===== src/rtl/matrix_mem_arbiter_pkg.sv =====
// Shared constants for the matrix RAM arbiter: geometry, port indices and the pointer-advance helper.
package matrix_mem_arbiter_pkg;
  localparam int ADDR_WIDTH = 7;
  localparam int DATA_WIDTH = 4;
  localparam int DEPTH      = 96;
  localparam int NUM_PORTS  = 3;

  localparam logic [1:0] PORT_LOAD = 2'd0;
  localparam logic [1:0] PORT_FUNC = 2'd1;
  localparam logic [1:0] PORT_DISP = 2'd2;

  function automatic logic [1:0] next_ptr(input logic [1:0] i);
    return (i == 2'd2) ? 2'd0 : i + 2'd1;
  endfunction
endpackage


===== src/rtl/matrix_mem_arbiter_rr_pick3.sv =====
// Combinational round-robin picker: first set request scanning ptr, ptr+1, ptr+2 (mod 3).
module rr_pick3 (
  input  logic [2:0] req,
  input  logic [1:0] ptr,
  output logic [2:0] gnt
);
  always_comb begin : pick
    logic found;
    int   idx;
    gnt   = '0;
    found = 1'b0;
    idx   = 0;
    for (int k = 0; k < 3; k++) begin
      idx = (int'(ptr) + k) % 3;
      if (!found && req[idx]) begin
        gnt[idx] = 1'b1;
        found    = 1'b1;
      end
    end
  end
endmodule


===== src/rtl/matrix_mem_arbiter.sv =====
// Arbitrates the single matrix RAM between loader, compute and display ports with
// round-robin priority, an exclusive lock, out-of-range dropping and tagged read return.
module matrix_mem_arbiter
  import matrix_mem_arbiter_pkg::*;
#(
  parameter int ADDR_W = ADDR_WIDTH,
  parameter int DATA_W = DATA_WIDTH,
  parameter int DEPTH_P = DEPTH
) (
  input  logic                  clk,
  input  logic                  reset,
  input  logic [2:0]            req,
  input  logic [2:0]            we,
  input  logic [2:0]            lock,
  input  logic [3*ADDR_W-1:0]   addr,
  input  logic [3*DATA_W-1:0]   wdata,
  output logic [2:0]            gnt,
  output logic [2:0]            rvalid,
  output logic [DATA_W-1:0]     rdata,
  output logic [2:0]            err,
  output logic                  owner_valid,
  output logic [1:0]            owner,
  output logic                  mem_en,
  output logic                  mem_we,
  output logic [ADDR_W-1:0]     mem_addr,
  output logic [DATA_W-1:0]     mem_wdata,
  input  logic [DATA_W-1:0]     mem_rdata
);
  logic [1:0]        ptr;
  logic [1:0]        gidx;
  logic [2:0]        pick_req;
  logic [2:0]        in_range;
  logic              acc_ok;
  logic [DATA_W-1:0] rdata_q;

  for (genvar i = 0; i < 3; i++) begin : g_range
    assign in_range[i] = 32'(addr[i*ADDR_W +: ADDR_W]) < DEPTH_P;
  end

  // While locked only the owner may compete; reset forces a quiet bus immediately.
  always_comb begin
    pick_req = req;
    if (owner_valid) pick_req = req & (3'b001 << owner);
    if (reset)       pick_req = '0;
  end

  rr_pick3 u_pick (.req(pick_req), .ptr(ptr), .gnt(gnt));

  always_comb begin
    case (gnt)
      3'b010:  gidx = PORT_FUNC;
      3'b100:  gidx = PORT_DISP;
      default: gidx = PORT_LOAD;
    endcase
  end

  // Out-of-range grants still acknowledge the requester but never touch the RAM.
  assign acc_ok    = (|gnt) && in_range[gidx];
  assign mem_en    = acc_ok;
  assign mem_we    = acc_ok && we[gidx];
  assign mem_addr  = acc_ok ? addr[int'(gidx)*ADDR_W +: ADDR_W]  : '0;
  assign mem_wdata = acc_ok ? wdata[int'(gidx)*DATA_W +: DATA_W] : '0;

  assign rdata = (|rvalid) ? mem_rdata : rdata_q;

  always_ff @(posedge clk or posedge reset) begin
    if (reset) begin
      ptr         <= 2'd0;
      owner_valid <= 1'b0;
      owner       <= 2'd0;
      rvalid      <= '0;
      err         <= '0;
      rdata_q     <= '0;
    end else begin
      rvalid <= gnt & ~we & in_range;
      err    <= gnt & ~in_range;
      if (|rvalid) rdata_q <= mem_rdata;
      if (!owner_valid) begin
        if (|gnt) begin
          ptr <= next_ptr(gidx);
          if (lock[gidx]) begin
            owner_valid <= 1'b1;
            owner       <= gidx;
          end
        end
      end else if (!lock[owner]) begin
        owner_valid <= 1'b0;
      end
    end
  end
endmodule


===== config.mk =====
export PLATFORM = sky130hd
export DESIGN_NAME = matrix_mem_arbiter
export DESIGN_NICKNAME = d
export VERILOG_FILES = /design/src/rtl/matrix_mem_arbiter_pkg.sv /design/src/rtl/matrix_mem_arbiter_rr_pick3.sv /design/src/rtl/matrix_mem_arbiter.sv
export SDC_FILE = /design/constraint.sdc
export NUM_CORES = 1
export LEC_CHECK = 0
export ABC_CLOCK_PERIOD_IN_PS = 6500
export CORE_MARGIN = 4
export CORE_UTILIZATION = 41
export CTS_CLUSTER_DIAMETER = 30
export DETAILED_ROUTE_END_ITERATION = 10
export PLACE_DENSITY = 0.9
export SYNTH_ARGS = -nofsm -noshare
export SYNTH_HDL_FRONTEND = slang
export SYNTH_SLANG_ARGS = --single-unit

===== constraint.sdc =====
create_clock -name clk -period 6.5 [get_ports clk]
set_input_delay 1.3 -clock clk [delete_from_list [all_inputs] [get_ports clk]]
set_output_delay 1.3 -clock clk [all_outputs]
set_load 0.02 [all_outputs]

# --- Yosys cells after proc, flatten, opt, wreduce, memory -nomap -nowiden ---
# Index checks and enable logic that the tools add are counted.
totals:
  wordCells: 91
  ff_bits: 15
  out_inout_bits: 29
  inputBits: 48
classes:
  muxes: 39
  add_sub_neg: 3
  n_bitwise: 9
  shifts: 3
  n_div: 3
  magnitude_cmp: 11
  n_eq_ne: 3
  n_reduce_logical: 13
  mul: 1
ops:
  columns: ["operator", "n"]
  rows:
  - ["greater-or-equal comparator 32 x 1 -> 1 bit, second input constant", 3]
  - ["less-than comparator 32 x 4 -> 1 bit, second input constant", 3]
  - ["modulo 32 x 3 -> 32 bit, second input constant", 2]
  - ["modulo 3 x 3 -> 32 bit, second input constant", 1]
  - ["less-than comparator 7 bit, second input constant", 3]
  - ["indexed part select 21 x 6 -> 7 bit", 1]
  - ["2-to-1 mux 1 bit", 19]
  - ["2-to-1 mux 3 bit", 5]
  - ["binary-select mux 1 bit (select 2 bit)", 7]
  - ["bitwise AND 3 bit", 4]
  - ["indexed part select 12 x 5 -> 4 bit", 1]
  - ["2-to-1 mux 4 bit", 2]
  - ["logical AND 1 bit", 7]
  - ["2-to-1 mux 7 bit", 1]
  - ["demux 1 bit (select 2 bit)", 3]
  - ["less-than comparator 2 x 3 -> 1 bit, second input constant", 2]
  - ["NOT 3 bit", 2]
  - ["bitwise OR 3 bit", 2]
  - ["OR reduction 3 bit", 2]
  - ["multiplier 2 x 3 -> 5 bit, second input constant", 1]
  - ["case mux 2 bit (2 select lines)", 1]
  - ["adder 2 x 1 -> 3 bit, second input constant", 1]
  - ["adder 2 x 2 -> 3 bit, second input constant", 1]
  - ["== test 3 x 2 -> 1 bit, second input constant", 1]
  - ["9 further kinds", 10]

# --- Logic depth before layout (Yosys ltp) ---
depth:
  depth_word: 21
  ltp_mapped: 13
  mapped_depth_nobuf: 11

# --- Modules after synthesis ---
# From an unflattened synthesis, not the netlist that was laid out.
unflattened:
  hier_cells: 179
  hier_area_um2: 1455.1
by_module_without_submodules:
  columns: ["mod", "area_per_inst_um2", "seq_area_each_um2", "cells_per_inst", "instances"]
  rows:
  - ["matrix_mem_arbiter", 1189.9, 375.4, 144, 1]
  - ["rr_pick3", 265.3, 0.0, 35, 1]

# --- Worst setup path before layout ---
# Ideal clock, no wire load.
synth_timing:
  path_kind: "input to output"
  startpoint: "in reset"
  endpoint: "out mem_addr[0]"
  setup_slack_ns: 1.702
  cell_stages: 9
  n_path_buf: 1
  required_ns: 5.200
  arrival_ns: 3.498
  cell_sequence: "or3b_1 o22ai_1 o22ai_1 a211oi_4 inv_2 nor3_2 buf_2 a22oi_1 a21oi_1"
synth_between:
  elab_chain_cells: 17
  word_cells_on_any_way: 31
  cone_classes: "1 x mul; 2 x eq/ne; 1 x shift; 19 x mux; 2 x bitwise; 6 x reduce/logical"
synth_lines:
  columns: ["element", "line", "text"]
  rows:
  - ["start: declaration", "matrix_mem_arbiter.sv:11", "input logic reset,"]
  - ["2-to-1 mux 3 bit *", "matrix_mem_arbiter.sv:44", "if (reset) pick_req = '0;"]
  - ["binary-select mux 1 bit (select 2 bit)", "matrix_mem_arbiter_rr_pick3.sv:15", "if (!found && req[idx]) begin"]
  - ["2-to-1 mux 1 bit (implied by the code) (2 in a row)", "matrix_mem_arbiter_rr_pick3.sv:15", null]
  - ["2-to-1 mux 1 bit", "matrix_mem_arbiter_rr_pick3.sv:15", null]
  - ["zero test 1 bit", "matrix_mem_arbiter_rr_pick3.sv:15", null]
  - ["logical AND 1 bit", "matrix_mem_arbiter_rr_pick3.sv:15", null]
  - ["2-to-1 mux 1 bit", "matrix_mem_arbiter_rr_pick3.sv:15", null]
  - ["zero test 1 bit", "matrix_mem_arbiter_rr_pick3.sv:15", null]
  - ["logical AND 1 bit", "matrix_mem_arbiter_rr_pick3.sv:15", null]
  - ["2-to-1 mux 3 bit *", "matrix_mem_arbiter_rr_pick3.sv:15", null]
  - ["via gnt[0]", "matrix_mem_arbiter.sv:17", "output logic [2:0] gnt,"]
  - ["parallel branches: the longest is 5 deep, another holds multiplier 2 x 3 -> 5 bit", null, null]
  - ["2-to-1 mux 7 bit *", "matrix_mem_arbiter.sv:61", "assign mem_addr = acc_ok ? addr[int'(gidx)*ADDR_W +: ADDR_W] : '0;"]
  - ["end: declaration", "matrix_mem_arbiter.sv:25", "output logic [ADDR_W-1:0] mem_addr,"]
# Mark *: on every way through the listed nets, which the timed path passes. The select of a mux whose other input is x is not followed.

# --- Worst setup path after layout ---
layout_timing:
  startpoint: "in reset"
  endpoint: "out mem_addr[1]"
layout_between:
  elab_chain_cells: 17
  word_cells_on_any_way: 31
  cone_classes: "1 x mul; 2 x eq/ne; 1 x shift; 19 x mux; 2 x bitwise; 6 x reduce/logical"
layout_lines:
  columns: ["element", "line"]
  rows:
  - ["2-to-1 mux 3 bit *", "matrix_mem_arbiter.sv:44"]
  - ["binary-select mux 1 bit (select 2 bit)", "matrix_mem_arbiter_rr_pick3.sv:15"]
  - ["2-to-1 mux 1 bit (implied by the code) (2 in a row)", "matrix_mem_arbiter_rr_pick3.sv:15"]
  - ["2-to-1 mux 1 bit", "matrix_mem_arbiter_rr_pick3.sv:15"]
  - ["zero test 1 bit", "matrix_mem_arbiter_rr_pick3.sv:15"]
  - ["logical AND 1 bit", "matrix_mem_arbiter_rr_pick3.sv:15"]
  - ["2-to-1 mux 1 bit", "matrix_mem_arbiter_rr_pick3.sv:15"]
  - ["zero test 1 bit", "matrix_mem_arbiter_rr_pick3.sv:15"]
  - ["logical AND 1 bit", "matrix_mem_arbiter_rr_pick3.sv:15"]
  - ["2-to-1 mux 3 bit *", "matrix_mem_arbiter_rr_pick3.sv:15"]
  - ["parallel branches: the longest is 5 deep, another holds multiplier 2 x 3 -> 5 bit", null]
  - ["2-to-1 mux 7 bit *", "matrix_mem_arbiter.sv:61"]
# Mark *: on every way between the ends. The select of a mux whose other input is x is not followed.

==> results by group <==
Logic synthesis
  • Cells after Synth: 165
  • EDFF count, synth: 0
  • Synthesized area: 0.001359 mm²
  • Seq/Total Area, Yosys: 27.62%
  • Asr flop ratio synth: 100.0%
  • Count of cell types in the netlist: 49
  • Yosys warning count: 0
  • Avg Cell Area, Syn: 8.235 µm²
  • Synthesized net count: 217
  • Seq cells post-synth: 15
  • Main synth FF type: dfrtp_1

Critical path
  • Top Family by Delay on Critical Path: compound AO/OA/AOI/OAI gates
  • CP bufs+invs: 2
  • CP Max Fanout: 13
  • WP data required: 5.20 ns
  • Crit path launch: reset
  • Worst setup EP type: output port
  • Crit path cell chain: clkdlybuf4s50_1 > nor2b_1 > o211ai_1 > a32oi_1 > o22ai_1 > a211oi_4 > o21ai_1 > a22oi_1 > a21oi_1 > clkdlybuf4s50_1
  • Slowest stage cell, crit path: a22oi_1
  • Reg2reg start: ptr[0]
  • Crit-path most repeated cell: clkdlybuf4s50_1
  • Arrival time worst endpoint: 4.88 ns
  • Max incr delay on CP: 0.84 ns
  • Worst setup SP type: input pin
  • Crit Path Class: in2out

Clock tree
  • CTS tree: built
  • # resized after CTS: 0
  • Root Driver: clkbuf_4
  • Clock latency on the worst-skew pair: 0.29 ns
  • Max Root-Sink Buffers: 2
  • Worst-path clk slew: 0.09 ns
  • Total CTS buffers: 3
  • Max H-tree Level: 1
  • Post-CTS setup buffers: 0
  • TritonCTS Sinks: 15
  • Hold-fix buffers, CTS: 0

Worst hold path
  • Hold crit path type: reg2reg
  • Min-delay src: rdata_q[2]

Placed design
  • I/O Buffers: 76
  • Placed cell count: 284
  • Placed wire-length estimate: 3619 µm
  • Final RePlAce weighted congestion: 0.9501

Timing
  • Final min period: 6.185 ns
  • Worst hold-check slack: 0.5066 ns
  • Fin. max-slew vios: 0
  • Worst slew margin: 32.13%
  • Fmax: 0.1617 GHz
  • Crit share post-route: 95.15%
  • Setup TNS: 0 ns
  • Unrepaired setup endpoints after global routing: no
  • Setup Skew: 0.001279 ns
  • Setup violators final: 0
  • Worst Tran Pin Value: 1.018 ns
  • Hold Vio Cnt, Final: 0

GRT
  • Initial antenna violation count: 0
  • Largest net degree at the start of global routing: 16
  • Global-route wire length before repair: 7031 µm
  • Grt total ovfl: 0
  • Gr usage total: 20.48%
  • Vias in the first global route: 1572

Detailed routing
  • Via count: 1617
  • Wirelength per Cell: 15.19 µm
  • Drt pass-1 iters: 4
  • Post-detailed-route count of antenna-violating nets: 0
  • DRC violation count after routing: 0
  • Vias per inst: 5.615
  • WL final: 4374 µm
  • Starting DRC count in detailed routing: 125

Cells and area
  • Area delta synth->final: 62.43%
  • # fillers: 272
  • Nets: 297
  • Proportion of layout cells with a drive suffix above 1: 11.07%
  • Final Non-Filler Cells: 288
  • Total inserted antenna cells: 0

Pwr
  • Tot Pwr: 1.042 mW
  • VDD IR max: 252.4 µV
  • Lkg Pwr: 0.8611 nW
  • PwrDens: 472.1 mW/mm²

Floorplan
  • Initial Util: 43.79%
  • Core area: 0.003103 mm²
  • Core Rows: 20
  • Die height: 65.57 µm
  • Area of the die: 0.004299 mm²
  • Die W: 65.57 µm
  • Top Ports: 77

Outcome
  • Outcome: complete, no violations

Run
  • Max-Cap Viols: 0
power breakdown:
group	internal (mW)	switching, mW	total [mW]
Combinational	0.369	0.465	0.835
Clock	0.0229	0.0319	0.0548
Sequential	0.126	0.0264	0.152
Total	0.518	0.524	1.04
final cells by class:
class	count	area, µm²	share of cell area [%]
Timing Repair Buffer	82	805.8	36.51
Tap cell	44	55.05	2.494
Sequential cell	15	375.4	17.01
Multi-Input combinational cell	129	885.9	40.14
Clock inverter	1	5.005	0.2268
Inverter	14	57.56	2.608
Clock buffer	3	22.52	1.020
layout by cell type, fill, tap and decap left out, types with 2 or more instances in the layout:
master / instances
a211oi_1: 2
a21oi_1: 17
a22oi_1: 13
buf_4: 6
clkbuf_4: 3
clkdlybuf4s50_1: 76
dfrtp_1: 15
ha_1: 4
inv_1: 10
inv_2: 3
mux2_2: 4
nand2_1: 12
nand2b_1: 6
nand3_1: 2
nand4_1: 3
nor2_1: 7
nor2b_1: 4
nor3_1: 2
nor3_2: 2
nor3b_1: 2
o211ai_1: 2
o21a_1: 2
o21ai_0: 16
o21ai_1: 2
o22ai_1: 4
flip-flops by register name, summed over array words and instances, names as in the netlist:
register and flops:
rvalid 3, owner_valid 1, rdata_q 4, owner 2
err 3, ptr 2
stage by stage:
step	setup WS (ns)	util [%]	instance area [µm²]
final	0.3151	71.13	2207
after global routing	0.07322	71.13	2207
after CTS	0.3236	71.13	2207
after detailed placement	0.3419	70.24	2180
after global placement	0.4839	70.24	2180
after floorplan	1.702	-	1359
kinds of logic (layout without fill, tap and decap cells):
family / after synthesis / count (layout) / share of synthesized area (%)
DFF: 15 / 15 / 27.62
and+or+nand+nor: 47 / 47 / 19.98
adders and majority gates: 4 / 4 / 3.683
muxes: 6 / 6 / 4.880
buffers and inverters: 21 / 100 / 7.182
AOI/OAI and AO/OA: 72 / 72 / 36.65
synthesized netlist by cell type, types with 3 or more instances:
master / instances / area, µm²
inv_2: 3 / 11.26
o22ai_1: 4 / 25.02
ha_1: 4 / 50.05
nor2b_1: 4 / 25.02
inv_1: 10 / 37.54
nand4_1: 3 / 18.77
nor2_1: 7 / 26.28
mux2_2: 4 / 45.04
nand2b_1: 6 / 37.54
a21oi_1: 17 / 85.08
buf_2: 5 / 25.02
dfrtp_1: 15 / 375.4
nand2_1: 12 / 45.04
o21ai_0: 16 / 80.08
a22oi_1: 13 / 97.59
routing by layer:
layer  vias up  GRT usage (%)  wire length, µm
met5         -              0                0
met3         5          5.641              517
met1       734          23.60             1681
li1        782              -                -
met4         0          4.922               45
met2        96          37.17             2130
path summary, 6_finish.rpt:
check	endpoint	slack, ns	cells after the start
max	mem_addr[1]	0.32	10
min in group asynchronous	ptr[1]	1.56	2
max in group asynchronous	owner[1]	4.55	2
min	rdata_q[2]	0.51	1
max reg2reg	owner[0]	3.43	10
min reg2reg	rdata_q[2]	0.51	1
(Power assumes the default switching activity.)
